--- src/rtl/router_input_port_pkg.sv ---
// Shared constants and types for the mesh router input stage.
package router_input_port_pkg;

    // Output port indices, also the bit positions of the one-hot request.
    localparam logic [2:0] PORT_LOCAL = 3'd0;
    localparam logic [2:0] PORT_NORTH = 3'd1;
    localparam logic [2:0] PORT_SOUTH = 3'd2;
    localparam logic [2:0] PORT_EAST  = 3'd3;
    localparam logic [2:0] PORT_WEST  = 3'd4;

    localparam int NUM_PORTS = 5;
    localparam int FLIT_W    = 4;
    localparam int PACKET_W  = 32;
    localparam int FLITS     = PACKET_W / FLIT_W;

    // Input stage phases: gather a whole packet, then stream it out.
    typedef enum logic {
        COLLECT = 1'b0,
        SEND    = 1'b1
    } state_t;

endpackage

--- src/rtl/xy_route_compute.sv ---
// Dimension-order (X first, then Y) route decision for one packet header.
module xy_route_compute
    import router_input_port_pkg::*;
(
    input  logic [3:0]           dx,
    input  logic [3:0]           dy,
    input  logic [3:0]           x,
    input  logic [3:0]           y,
    output logic [2:0]           port,
    output logic [NUM_PORTS-1:0] onehot
);

    // Resolve X before Y; a packet only turns north/south once its column matches.
    always_comb begin
        // NOTE: every output gets a default first so no path leaves it unassigned (no latch).
        port   = PORT_LOCAL;
        onehot = '0;
        if (dx > x) begin
            port = PORT_EAST;
        end else if (dx < x) begin
            port = PORT_WEST;
        end else if (dy > y) begin
            port = PORT_NORTH;
        end else if (dy < y) begin
            port = PORT_SOUTH;
        end
        onehot[port] = 1'b1;
    end

endmodule

--- src/rtl/router_input_port.sv ---
// Per-direction router input stage: buffers one packet from the input FIFO,
// routes it XY, requests an output and streams its flits to the crossbar.
module router_input_port
    import router_input_port_pkg::*;
#(
    parameter int X_COORDINATE = 1,
    parameter int Y_COORDINATE = 1,
    parameter int flit_size    = FLIT_W,
    parameter int packet_size  = PACKET_W
) (
    input  logic                 clk,
    input  logic                 reset,
    input  logic                 fifo_empty,
    input  logic [flit_size-1:0] flit_in,
    input  logic                 stall,
    input  logic [NUM_PORTS-1:0] destination_full_vector,
    output logic                 read_fifo,
    output logic [flit_size-1:0] flit_out,
    output logic [2:0]           destination_port,
    output logic                 current_address_ready,
    output logic [NUM_PORTS-1:0] request_vector
);

    localparam int NFLITS = packet_size / flit_size;
    localparam int IDX_W  = $clog2(NFLITS);
    localparam int CNT_W  = IDX_W + 1;
    localparam logic [CNT_W-1:0] CNT_FULL = CNT_W'(NFLITS);
    localparam logic [CNT_W-1:0] CNT_LAST = CNT_W'(NFLITS - 1);
    localparam logic [IDX_W-1:0] IDX_LAST = IDX_W'(NFLITS - 1);

    state_t                 state;
    logic [CNT_W-1:0]       rd_cnt;
    logic [CNT_W-1:0]       cap_cnt;
    logic [IDX_W-1:0]       idx;
    logic                   rd_valid;
    logic [packet_size-1:0] packet;

    logic [2:0]             route_port;
    logic [NUM_PORTS-1:0]   route_onehot;
    logic                   xfer;

    // Route is taken from the buffered header, so it cannot change mid-packet.
    xy_route_compute u_route (
        .dx     (packet[3:0]),
        .dy     (packet[7:4]),
        .x      (4'(X_COORDINATE)),
        .y      (4'(Y_COORDINATE)),
        .port   (route_port),
        .onehot (route_onehot)
    );

    // Pop the FIFO while collecting and fewer than a packet's worth has been requested.
    assign read_fifo = !reset && (state == COLLECT) && !fifo_empty && (rd_cnt < CNT_FULL);

    // A flit moves only when some request survives the full mask and an arbiter granted us.
    assign xfer = (state == SEND) && (request_vector != '0) && !stall;

    // Crossbar-facing outputs are driven only while a packet is being sent.
    always_comb begin
        flit_out              = '0;
        destination_port      = PORT_LOCAL;
        current_address_ready = 1'b0;
        request_vector        = '0;
        if (state == SEND) begin
            flit_out              = packet[flit_size*idx +: flit_size];
            destination_port      = route_port;
            current_address_ready = 1'b1;
            request_vector        = route_onehot & ~destination_full_vector;
        end
    end

    // Collect/send sequencing, read and capture counters, and the packet buffer.
    always_ff @(posedge clk) begin
        // NOTE: sequential state uses non-blocking assignment so every register sees pre-edge values.
        if (reset) begin
            state    <= COLLECT;
            rd_cnt   <= '0;
            cap_cnt  <= '0;
            idx      <= '0;
            rd_valid <= 1'b0;
            packet   <= '0;
        end else begin
            case (state)
                COLLECT: begin
                    rd_valid <= read_fifo;
                    if (read_fifo) begin
                        rd_cnt <= rd_cnt + 1'b1;
                    end
                    // FIFO data lags the read strobe by one cycle.
                    if (rd_valid) begin
                        packet[flit_size*cap_cnt[IDX_W-1:0] +: flit_size] <= flit_in;
                        cap_cnt <= cap_cnt + 1'b1;
                        if (cap_cnt == CNT_LAST) begin
                            state <= SEND;
                            idx   <= '0;
                        end
                    end
                end
                SEND: begin
                    rd_valid <= 1'b0;
                    if (xfer) begin
                        if (idx == IDX_LAST) begin
                            state   <= COLLECT;
                            rd_cnt  <= '0;
                            cap_cnt <= '0;
                            idx     <= '0;
                        end else begin
                            idx <= idx + 1'b1;
                        end
                    end
                end
                default: state <= COLLECT;
            endcase
        end
    end

endmodule

--- config.mk ---
export PLATFORM = sky130hd
export DESIGN_NAME = router_input_port
export DESIGN_NICKNAME = d
export VERILOG_FILES = /design/src/rtl/router_input_port_pkg.sv /design/src/rtl/xy_route_compute.sv /design/src/rtl/router_input_port.sv
export SDC_FILE = /design/constraint.sdc
export NUM_CORES = 1
export LEC_CHECK = 0
export BUFFER_PORTS_ARGS = -buffer_cell sky130_fd_sc_hd__clkbuf_2
export CORE_ASPECT_RATIO = 0.5
export CORE_UTILIZATION = 45
export CTS_CLUSTER_SIZE = 40
export DETAILED_ROUTE_END_ITERATION = 7
export RECOVER_POWER = 100
export SYNTH_ARGS = -nofsm -noshare
export SYNTH_HDL_FRONTEND = slang
export SYNTH_SLANG_ARGS = --single-unit
--- constraint.sdc ---
create_clock -name clk -period 3.4 [get_ports clk]
set_clock_uncertainty 0.2 [all_clocks]
set_input_delay 0.51 -clock clk [delete_from_list [all_inputs] [get_ports clk]]
set_output_delay 0.51 -clock clk [all_outputs]
set_load 0.05 [all_outputs]
==> impl_metrics.env <==
export IMPL_clock_path_buffers=2
export IMPL_syn_nets=281
export IMPL_io_buffers=26
export IMPL_die_w_um=107.4
export IMPL_crit_path_max_fanout=11
export IMPL_ys_warn_count=0
export IMPL_fillCellCount=517
export IMPL_crit_arrival_ns=2.15
export IMPL_seqPwrFrac_pct=56.9
export IMPL_row_count=18
export IMPL_cts_root_buf="clkbuf_8"
export IMPL_core_area_sq_um=5135
export IMPL_fmax_mhz=350.0
export IMPL_antennaDiodeCount=0
export IMPL_place_inst=340
export IMPL_setup_viol=0
export IMPL_die_area_sq_um=5870
export IMPL_numCtsBuffers=5
export IMPL_grt_usage_pct=20.65
export IMPL_totalWireLength_um=5657
export IMPL_cts_setup_buffers=0
export IMPL_antenna_found_initial=0
export IMPL_drc=0
export IMPL_cts_repair_resized=0
export IMPL_combPwrFrac_pct=9.3
export IMPL_clock_latency_ns=0.30
export IMPL_cts_sinks=45
export IMPL_fin_crit_ns=2.857
export IMPL_netlist_area_sq_um=2497
export IMPL_first_pass_iters=4
export IMPL_fin_tns_setup_ns=0
export IMPL_finalNonFillerCells=347
export IMPL_wire_per_inst_um=16.30
export IMPL_fin_crit_sh_pct=84.03
export IMPL_cts_tree="yes"
export IMPL_ctsHoldBuffers=0
export IMPL_via_count=1915
export IMPL_crit_path_top_delay_cell="dfxtp_1"
export IMPL_ant_nets=0
export IMPL_synthCells=259
export IMPL_place_area_sq_um=2635
export IMPL_grt_ovfl_total=0
export IMPL_start_kind="flop"
export IMPL_layout_commonest_cell="dfxtp_1"
export IMPL_cp_end_kind="output pin"
export IMPL_crit_path_cell_trace="mux4_2, mux2i_1, nor2b_1, clkbuf_1"
export IMPL_path_clk_slew_ns=0.08
export IMPL_drtIter0Drc=84
export IMPL_final_cell_mix="45 x dfxtp_1, 35 x mux2i_1, 33 x nor2_1"
export IMPL_yosysUniqueCellTypes=42
export IMPL_finalHoldViolCount=0
export IMPL_p_switching_mw=0.2455
export IMPL_status="completed"
export IMPL_start_util_pct=48.64
export IMPL_grt_pass1_vias=1737
export IMPL_final_nets=299
export IMPL_cp_slowest_stage_delay_ns=0.73
export IMPL_hp_class="input port to flop"
export IMPL_pre_cts_ws_ns=0.7462
export IMPL_stdcell_area_sq_um=2688
export IMPL_die_h_um=54.68
export IMPL_power_frac_clock_pct=33.8
export IMPL_required_ns=2.69
export IMPL_vdd_drop_max_mv=0.2224
export IMPL_p_int_mw=0.7105
export IMPL_p_per_area_nw_per_um2=355.7
export IMPL_leakage_nw=0.9567
export IMPL_swShare_pct=25.68
export IMPL_synth_seq_cells=45
export IMPL_avgSynthCellArea_sq_um=9.642
export IMPL_ioPinCount=27
export IMPL_gp_congestion=0.8232
export IMPL_fin_ws_ns=0.5430
export IMPL_critical_path_class="flop to output pin"
export IMPL_place_hpwl_um=4282
export IMPL_via_per_inst=5.519
export IMPL_tightest_slew_ns=0.7212
export IMPL_cap_viol_max_count=0
export IMPL_relSlewSlack_pct=51.79
export IMPL_area_growth_pct=7.615
export IMPL_ys_seq_area_share_pct=36.07
export IMPL_grt_max_degree=38
export IMPL_drive_above_1_share_pct=14.08
export IMPL_slew_viol_final=0
export IMPL_fin_hold_ws_ns=0.1892
export IMPL_htreeDepth=2
export IMPL_grt_pass1_wl_um=8838
export IMPL_grt_setup_unrepaired="no"
[power by group through the flow]
stage	clock, mW	combinational, mW	sequential, mW
global route	0.355	0.0985	0.545
detailed placement	0	0.0912	0.556
CTS	0.335	0.0915	0.544
floorplan	0	0.0653	0.551
finish	0.323	0.0892	0.544
global placement	0	0.0903	0.556
[critical path, delay by kind of cell (launching register included)]
| family | cells | cell delay [ns] |
|---|---|---|
| muxes | 2 | 0.74 |
| buffers and inverters | 1 | 0.30 |
| DFF | 1 | 0.73 |
| and+or+nand+nor | 1 | 0.09 |
[registers in the layout (all words and copies together) (netlist names)]
| name | count |
|---|---|
| cap_cnt | 4 |
| packet | 32 |
| rd_cnt | 4 |
| state | 1 |
| rd_valid | 1 |
| idx | 3 |
[routing by layer]
metal	share of wire, %	global-route usage [%]
met5	0	0
met4	0.18	5.251
met3	3.5	4.643
met2	44	34.52
met1	52	27.60
[synth_stat cells (all sizes together)]
library cell	instances	area (sq um)
a21boi	1	7.510
nand2	16	60.06
or3	2	15.01
nor3	6	35.03
nor3b	3	22.52
o221ai	1	15.01
o22a	1	17.52
o21ai	4	20.02
inv	8	30.03
mux4	8	183.9
o31a	1	8.760
xnor2	2	17.52
nand3	8	40.04
dfxtp	45	900.9
nand3b	1	7.510
nor2	33	123.9
a21oi	5	25.02
ha	9	112.6
o211ai	2	15.01
xor2	1	8.760
o32a	1	22.52
or4	1	11.26
nor4b	4	62.56
buf	1	7.510
a41oi	2	17.52
and2	10	62.56
and3	10	62.56
nor2b	8	50.05
nand2b	4	25.02
o22ai	2	12.51
nor4	2	12.51
o221a	1	11.26
nand4	3	18.77
clkbuf	17	95.09
and3b	1	8.760
mux2i	35	350.3
[path summary, 6_finish.rpt]
| path | start | cells after the start | end | slack [ns] |
|---|---|---|---|---|
| max | idx[0] | 4 | flit_out[3] | 0.54 |
| min | fifo_empty | 2 | rd_valid | 0.19 |
| max reg2reg | cap_cnt[0] | 6 | packet[31] | 0.69 |
| min reg2reg | packet[19] | 2 | packet[19] | 0.27 |
[per-stage QoR]
stage          power (mW)  utilization (%)
2_1_floorplan      0.6167                -
3_3_place_gp       0.6462            51.32
3_5_place_dp       0.6474            51.32
4_1_cts            0.9704            52.97
5_1_grt            0.9988            52.34
6_report           0.9560            52.34
[layout make-up]
cell class	instances	area, sq um	area share [%]
clock inverter	2	16.27	0.6052
inverter	8	30.03	1.117
timing repair buffer	29	135.1	5.028
sequential	45	900.9	33.52
clock buffer	5	68.82	2.561
multi-input combinational	188	1449	53.91
tap	70	87.58	3.259
[cell families (layout without fill, tap and decap cells)]
| family | Yosys count | count (layout) | synth area share (%) |
|---|---|---|---|
| xor gates and xnor gates | 3 | 3 | 1.052 |
| and+or+nand+nor | 112 | 112 | 24.75 |
| muxes | 43 | 43 | 21.39 |
| AOI/OAI and AO/OA | 21 | 21 | 6.914 |
| buffers and inverters | 26 | 44 | 5.311 |
| adders and majority gates | 9 | 9 | 4.509 |
| DFF | 45 | 45 | 36.07 |
Note: power is estimated with default switching activity, not from simulation.
